**src/rtl/dmem_port_arbiter.sv**
```systemverilog
// dmem_port_arbiter
//   Shares one single-port data memory between two masters: port 0 (the
//   processor) and port 1 (the debug/loader engine). Arbitration is
//   round-robin with a bounded burst. Each read word is steered back to the
//   master that issued the read.
//
//   Ports
//     clock, reset            rising-edge clock, asynchronous active-low reset
//     req*/we*/addr*/wdata*   per-master request; held stable until granted
//     gnt*                    1-cycle pulse in the cycle the access reaches dmem
//     rvalid*/rdata*          read return, one cycle after a read grant
//                             (rdata is 0 whenever rvalid is low)
//     address_dmem/data/wren  dmem request pins; address/data hold their
//                             last driven value in cycles with no grant
//     q_dmem                  dmem read data, valid one cycle after a read
module dmem_port_arbiter #(
    parameter int ADDR_W    = 12,
    parameter int DATA_W    = 32,
    parameter int MAX_BURST = 4
) (
    input  logic              clock,
    input  logic              reset,
    input  logic              req0,
    input  logic              req1,
    input  logic              we0,
    input  logic              we1,
    input  logic [ADDR_W-1:0] addr0,
    input  logic [ADDR_W-1:0] addr1,
    input  logic [DATA_W-1:0] wdata0,
    input  logic [DATA_W-1:0] wdata1,
    output logic              gnt0,
    output logic              gnt1,
    output logic              rvalid0,
    output logic              rvalid1,
    output logic [DATA_W-1:0] rdata0,
    output logic [DATA_W-1:0] rdata1,
    output logic [ADDR_W-1:0] address_dmem,
    output logic [DATA_W-1:0] data,
    output logic              wren,
    input  logic [DATA_W-1:0] q_dmem
);

    typedef enum logic [1:0] {
        ST_IDLE = 2'd0,
        ST_OWN0 = 2'd1,
        ST_OWN1 = 2'd2
    } state_t;

    localparam logic [3:0] MAX_CNT = 4'(MAX_BURST);
    localparam logic [3:0] CNT_ONE = 4'd1;

    state_t            state_r, state_nxt_s;
    logic              last_r, last_nxt_s;
    logic [3:0]        cnt_r, cnt_nxt_s;
    logic              grant_s;
    logic              win_s;
    logic              own_s;
    logic              own_req_s;
    logic              oth_req_s;
    logic              gnt_en_s;
    logic [ADDR_W-1:0] win_addr_s;
    logic [DATA_W-1:0] win_data_s;
    logic              win_we_s;
    logic [ADDR_W-1:0] addr_hold_r;
    logic [DATA_W-1:0] data_hold_r;
    logic              rd_valid_r;
    logic              rd_tag_r;

    // Arbitration: next owner, burst counter and round-robin pointer.
    always_comb begin
        state_nxt_s = state_r;
        last_nxt_s  = last_r;
        cnt_nxt_s   = cnt_r;
        grant_s     = 1'b0;
        win_s       = 1'b0;
        own_s       = (state_r == ST_OWN1);
        own_req_s   = own_s ? req1 : req0;
        oth_req_s   = own_s ? req0 : req1;
        case (state_r)
            ST_IDLE: begin
                if (req0 && req1) begin
                    grant_s = 1'b1;
                    win_s   = ~last_r;
                end else if (req0) begin
                    grant_s = 1'b1;
                    win_s   = 1'b0;
                end else if (req1) begin
                    grant_s = 1'b1;
                    win_s   = 1'b1;
                end else begin
                    grant_s = 1'b0;
                end
                if (grant_s) begin
                    state_nxt_s = win_s ? ST_OWN1 : ST_OWN0;
                    cnt_nxt_s   = CNT_ONE;
                end else begin
                    cnt_nxt_s   = 4'd0;
                end
            end
            ST_OWN0, ST_OWN1: begin
                if (own_req_s) begin
                    if (!oth_req_s) begin
                        // Uncontested: keep the port, counter saturates.
                        grant_s   = 1'b1;
                        win_s     = own_s;
                        cnt_nxt_s = (cnt_r < MAX_CNT) ? (cnt_r + CNT_ONE) : cnt_r;
                    end else if (cnt_r < MAX_CNT) begin
                        grant_s   = 1'b1;
                        win_s     = own_s;
                        cnt_nxt_s = cnt_r + CNT_ONE;
                    end else begin
                        // Burst exhausted with the other port waiting: hand over.
                        grant_s     = 1'b1;
                        win_s       = ~own_s;
                        state_nxt_s = own_s ? ST_OWN0 : ST_OWN1;
                        last_nxt_s  = own_s;
                        cnt_nxt_s   = CNT_ONE;
                    end
                end else if (oth_req_s) begin
                    grant_s     = 1'b1;
                    win_s       = ~own_s;
                    state_nxt_s = own_s ? ST_OWN0 : ST_OWN1;
                    cnt_nxt_s   = CNT_ONE;
                end else begin
                    state_nxt_s = ST_IDLE;
                    cnt_nxt_s   = 4'd0;
                end
            end
            default: begin
                state_nxt_s = ST_IDLE;
                cnt_nxt_s   = 4'd0;
            end
        endcase
    end

    // No grant can reach the pins while reset is held, even with requests up.
    assign gnt_en_s   = grant_s & reset;
    assign win_addr_s = win_s ? addr1  : addr0;
    assign win_data_s = win_s ? wdata1 : wdata0;
    assign win_we_s   = win_s ? we1    : we0;

    assign gnt0         = gnt_en_s & ~win_s;
    assign gnt1         = gnt_en_s & win_s;
    assign wren         = gnt_en_s & win_we_s;
    assign address_dmem = gnt_en_s ? win_addr_s : addr_hold_r;
    assign data         = gnt_en_s ? win_data_s : data_hold_r;

    assign rvalid0 = rd_valid_r & ~rd_tag_r;
    assign rvalid1 = rd_valid_r & rd_tag_r;
    assign rdata0  = rvalid0 ? q_dmem : {DATA_W{1'b0}};
    assign rdata1  = rvalid1 ? q_dmem : {DATA_W{1'b0}};

    // Arbiter state, held dmem pin values and the one-deep read tag.
    always_ff @(posedge clock or negedge reset) begin
        if (!reset) begin
            state_r     <= ST_IDLE;
            last_r      <= 1'b1;
            cnt_r       <= 4'd0;
            addr_hold_r <= {ADDR_W{1'b0}};
            data_hold_r <= {DATA_W{1'b0}};
            rd_valid_r  <= 1'b0;
            rd_tag_r    <= 1'b0;
        end else begin
            state_r    <= state_nxt_s;
            last_r     <= last_nxt_s;
            cnt_r      <= cnt_nxt_s;
            // Retagged every cycle, so a write right after a read cannot
            // clobber the pending return: the tag is consumed the same cycle.
            rd_valid_r <= gnt_en_s & ~win_we_s;
            rd_tag_r   <= win_s;
            if (gnt_en_s) begin
                addr_hold_r <= win_addr_s;
                data_hold_r <= win_data_s;
            end else begin
                addr_hold_r <= addr_hold_r;
                data_hold_r <= data_hold_r;
            end
        end
    end

endmodule

```
**config.mk**
```make
export PLATFORM = sky130hd
export DESIGN_NAME = dmem_port_arbiter
export DESIGN_NICKNAME = d
export VERILOG_FILES = /design/src/rtl/dmem_port_arbiter.sv
export SDC_FILE = /design/constraint.sdc
export NUM_CORES = 1
export LEC_CHECK = 0
export CAP_MARGIN = 25
export CORE_UTILIZATION = 36
export CTS_CLUSTER_SIZE = 30
export DETAILED_ROUTE_END_ITERATION = 10
export GPL_ROUTABILITY_DRIVEN = 0
export HOLD_SLACK_MARGIN = 0.02
export PLACE_DENSITY_LB_ADDON = 0.15
export SYNTH_ARGS = -nofsm -noshare
export SYNTH_HDL_FRONTEND = slang
export SYNTH_SLANG_ARGS = --single-unit
```
**constraint.sdc**
```tcl
create_clock -name clock -period 4.7 [get_ports clock]
set_clock_uncertainty 0.2 [all_clocks]
set_input_delay 1.175 -clock clock [delete_from_list [all_inputs] [get_ports clock]]
set_output_delay 1.175 -clock clock [all_outputs]
set_load 0.01 [all_outputs]
```
==> results_dict.tcl, run 1 <==
set metrics [dict create \
    crit_fanout 34 \
    rr_worst_depth 8 \
    vias_per_cell 5.153 \
    finalNetCount 684 \
    cp_top_family "buffers and inverters" \
    hold_path.class "reg2reg" \
    cts-root-buf "clkbuf_8" \
    clk_latency_ps 300 \
    hold_end "cnt_r[1]" \
    dr.pass1.iters 4 \
    vias 3401 \
    synth.top_cell.area_share_pct 42.38 \
    place_area_mm2 0.005793 \
    slowest_delay_ps 550 \
    syn_area_per_cell_um2 10.52 \
    avgRoutedWirePerCell_um 17.76 \
    synth_cell_types 39 \
    crit_type "in2out" \
    antenna_found_initial 1 \
    slew_violations 0 \
    power.density_mw_per_mm2 541.9 \
    drc_errors 0 \
    synth_area_leaders "dfrtp_1 42%, and2_1 16%, a221o_1 14%" \
    rr_endpoint "data_hold_r[23]" \
    ys_seq_area_share_pct 43.24 \
    core_area_mm2 0.008217 \
    start_util_pct 37.37 \
    clock.fmax_mhz 216.3 \
    period_minus_slack_ps 4622 \
    critical_path.slowest_cell "clkdlybuf4s50_1" \
    r2r-start "state_r[1]" \
    fin_util_pct 71.65 \
    hpwl_um 9298 \
    path_cells "dlygate4sd2_1 > nor2_2 > or3_4 > a31oi_4 > buf_12 > a221o_1 > clkdlybuf4s50_1" \
    peakVddDrop_mv 0.3222 \
    ioPinCount 239 \
    required_ps 3320 \
    drtIter0Drc 122 \
    die_height_um 94.35 \
    setup_viol 0 \
    final_cell_mix "232 x clkdlybuf4s50_1, 78 x and2_1, 52 x dfrtp_1, 44 x a221o_1, 34 x buf_4" \
    maxCapViolCount 0 \
    syn2layout_area_growth_pct 91.73 \
    outcome "complete, no violations" \
    clock_sinks 53 \
    slew_headroom_pct 48.25 \
    period_share_pct 98.35 \
    synth-warning-count 0 \
    drive_gt1_share_pct 11.01 \
    syn-cell-area_mm2 0.003070 \
    worstHoldStart "cnt_r[1]" \
    cts-hold-fix-buffers 0 \
    ys_ff_latch 53 \
    detail-route-antenna-nets 0 \
    grt.overflow.total 0 \
    startpoint_type "primary input" \
    design_area_mm2 0.005887 \
    wl_met3_um 757 \
    synthesis.nets 423 \
    clkTransAtPathRegs_ps 100 \
    multi_input_comb_area_mm2 0.001583 \
    p_total_w 0.003190 \
    die_w_um 94.35 \
    nFillCells 646 \
    htree_num_levels 2 \
    reg2reg_slack_ps 2260 \
    hold_viol 0 \
    highest_layer "met4" \
    crit_buf_inv 3 \
    min_delay_path_depth 2 \
    rsz0062_at_grt "false" \
    rows 33 \
    grt_usage_pct 25.71 \
    yosysTopAreaCell "dfrtp_1" \
    grt_pass1_wl_um 17390 \
    grt_pass1_vias 3410 \
    arrival_ps 3250 \
    synthCells 292 \
    cts_buffers 5 \
    layout_commonest_cell "clkdlybuf4s50_1" \
    cts_buffer_depth 2 \
    die-area_mm2 0.008902 \
    grt_max_degree 54 \
    totalWireLength_um 11720 \
    worstMarginPinSlew_ps 774.7 \
    met2_length_um 6136 \
    register_area_mm2 0.001328 \
    p_leak_nw 2.558 \
    wl_met1_um 4288 \
    io_buffer_count 238 \
    cts_tree "yes" \
    end_kind "primary output" \
]
==> routing by layer <==
| metal | track usage [%] | vias to the layer above |
|---|---|---|
| met5 | 0 | - |
| li1 | - | 1599 |
| met1 | 27.52 | 1616 |
| met2 | 47.58 | 153 |
| met4 | 12.82 | 0 |
| met3 | 5.233 | 33 |
==> cells by family after synthesis <==
group / Yosys count / synth area share (%)
AND/OR/NAND/NOR: 136 / 27.06
flip-flops: 53 / 43.24
buffers and inverters: 29 / 5.338
multiplexers: 7 / 2.567
AO/OA/AOI/OAI: 62 / 19.76
adder cells (fa/ha/maj): 5 / 2.037
==> power breakdown <==
group          switching (W)  leakage [nW]  internal [W]
clock               0.000161        0.0448      0.000108
sequential         0.0000491         0.662      0.000661
combinational       0.000941          1.85       0.00127
==> worst max path at each step <==
stage	startpoint	endpoint	slack, ps	depth (start not counted)
after floorplan	req0	address_dmem[10]	950	6
after global placement	req1	data[29]	-120	7
after detailed placement	req0	data[3]	-190	8
after CTS	req1	data[23]	100	7
after global routing	req1	data[19]	1	7
final	req1	data[30]	80	7
==> sequential cells by signal, summed over array words and instances, names as in the netlist <==
signal	cells
data_hold_r	32
cnt_r	4
rd_valid_r	1
state_r	2
rd_tag_r	1
addr_hold_r	12
last_r	1
==> tightest hold or removal path: stages (launching register included) <==
cell and delay (ps):
dfrtp_1 400, nand3_1 70, a21oi_1 60
==> stage by stage <==
step           std cells  hold WS [ps]  setup WS [ps]  TNS (ps)
6_report             660         358.2          77.64         0
5_1_grt              660         373.0          1.158         0
4_1_cts              659         361.1          98.08         0
3_5_place_dp         651         345.6         -192.2     -6904
3_3_place_gp         651         332.4         -122.8     -4148
2_1_floorplan        292         308.5          946.3         0
==> area by class of cell <==
class                      count  area share (%)
timing repair buffer         277           46.31
inverter                       6          0.3826
clock buffer                   5           1.169
clock inverter                 3          0.4251
multi-input combinational    210           26.89
antenna                        1         0.04251
sequential                    53           22.55
tap                          105           2.232
==> cell usage after synthesis <==
cell type / n
and2_1: 78
dfrtp_1: 52
a221o_1: 44
and3_1: 33
clkbuf_1: 9
buf_2: 8
buf_6: 6
inv_1: 6
nand2_1: 6
ha_1: 5
nor2_1: 5
a32oi_1: 3
mux2_2: 3
mux2i_1: 3
nand2b_1: 2
nand3_1: 2
nor2_2: 2
nor2b_1: 2
o211ai_1: 2
o21ai_0: 2
a21boi_0: 1
a21boi_1: 1
a21o_1: 1
a21oi_1: 1
a31oi_1: 1
a31oi_4: 1
a41oi_1: 1
and4_4: 1
dfstp_2: 1
mux2_4: 1
nand4_1: 1
nor3_1: 1
nor3b_1: 1
o2111ai_1: 1
o2111ai_4: 1
o2bb2ai_1: 1
o31ai_1: 1
or2_2: 1
or3_4: 1
==> timing repair <==
item / CTS / global route
gates resized for setup: 6 / 0
endpoints found under the setup margin: 44 / 0
setup buffers: 0 / 0
hold endpoints to repair: 0 / 0
No activity file was read; power rests on OpenSTA's default activity.
==> inputs of run 2 (changes only) <==
CAP_MARGIN = 5   (was 25)
==> results of run 2 <==
No change in the layout: final DEF, timing and power equal those of run 1.
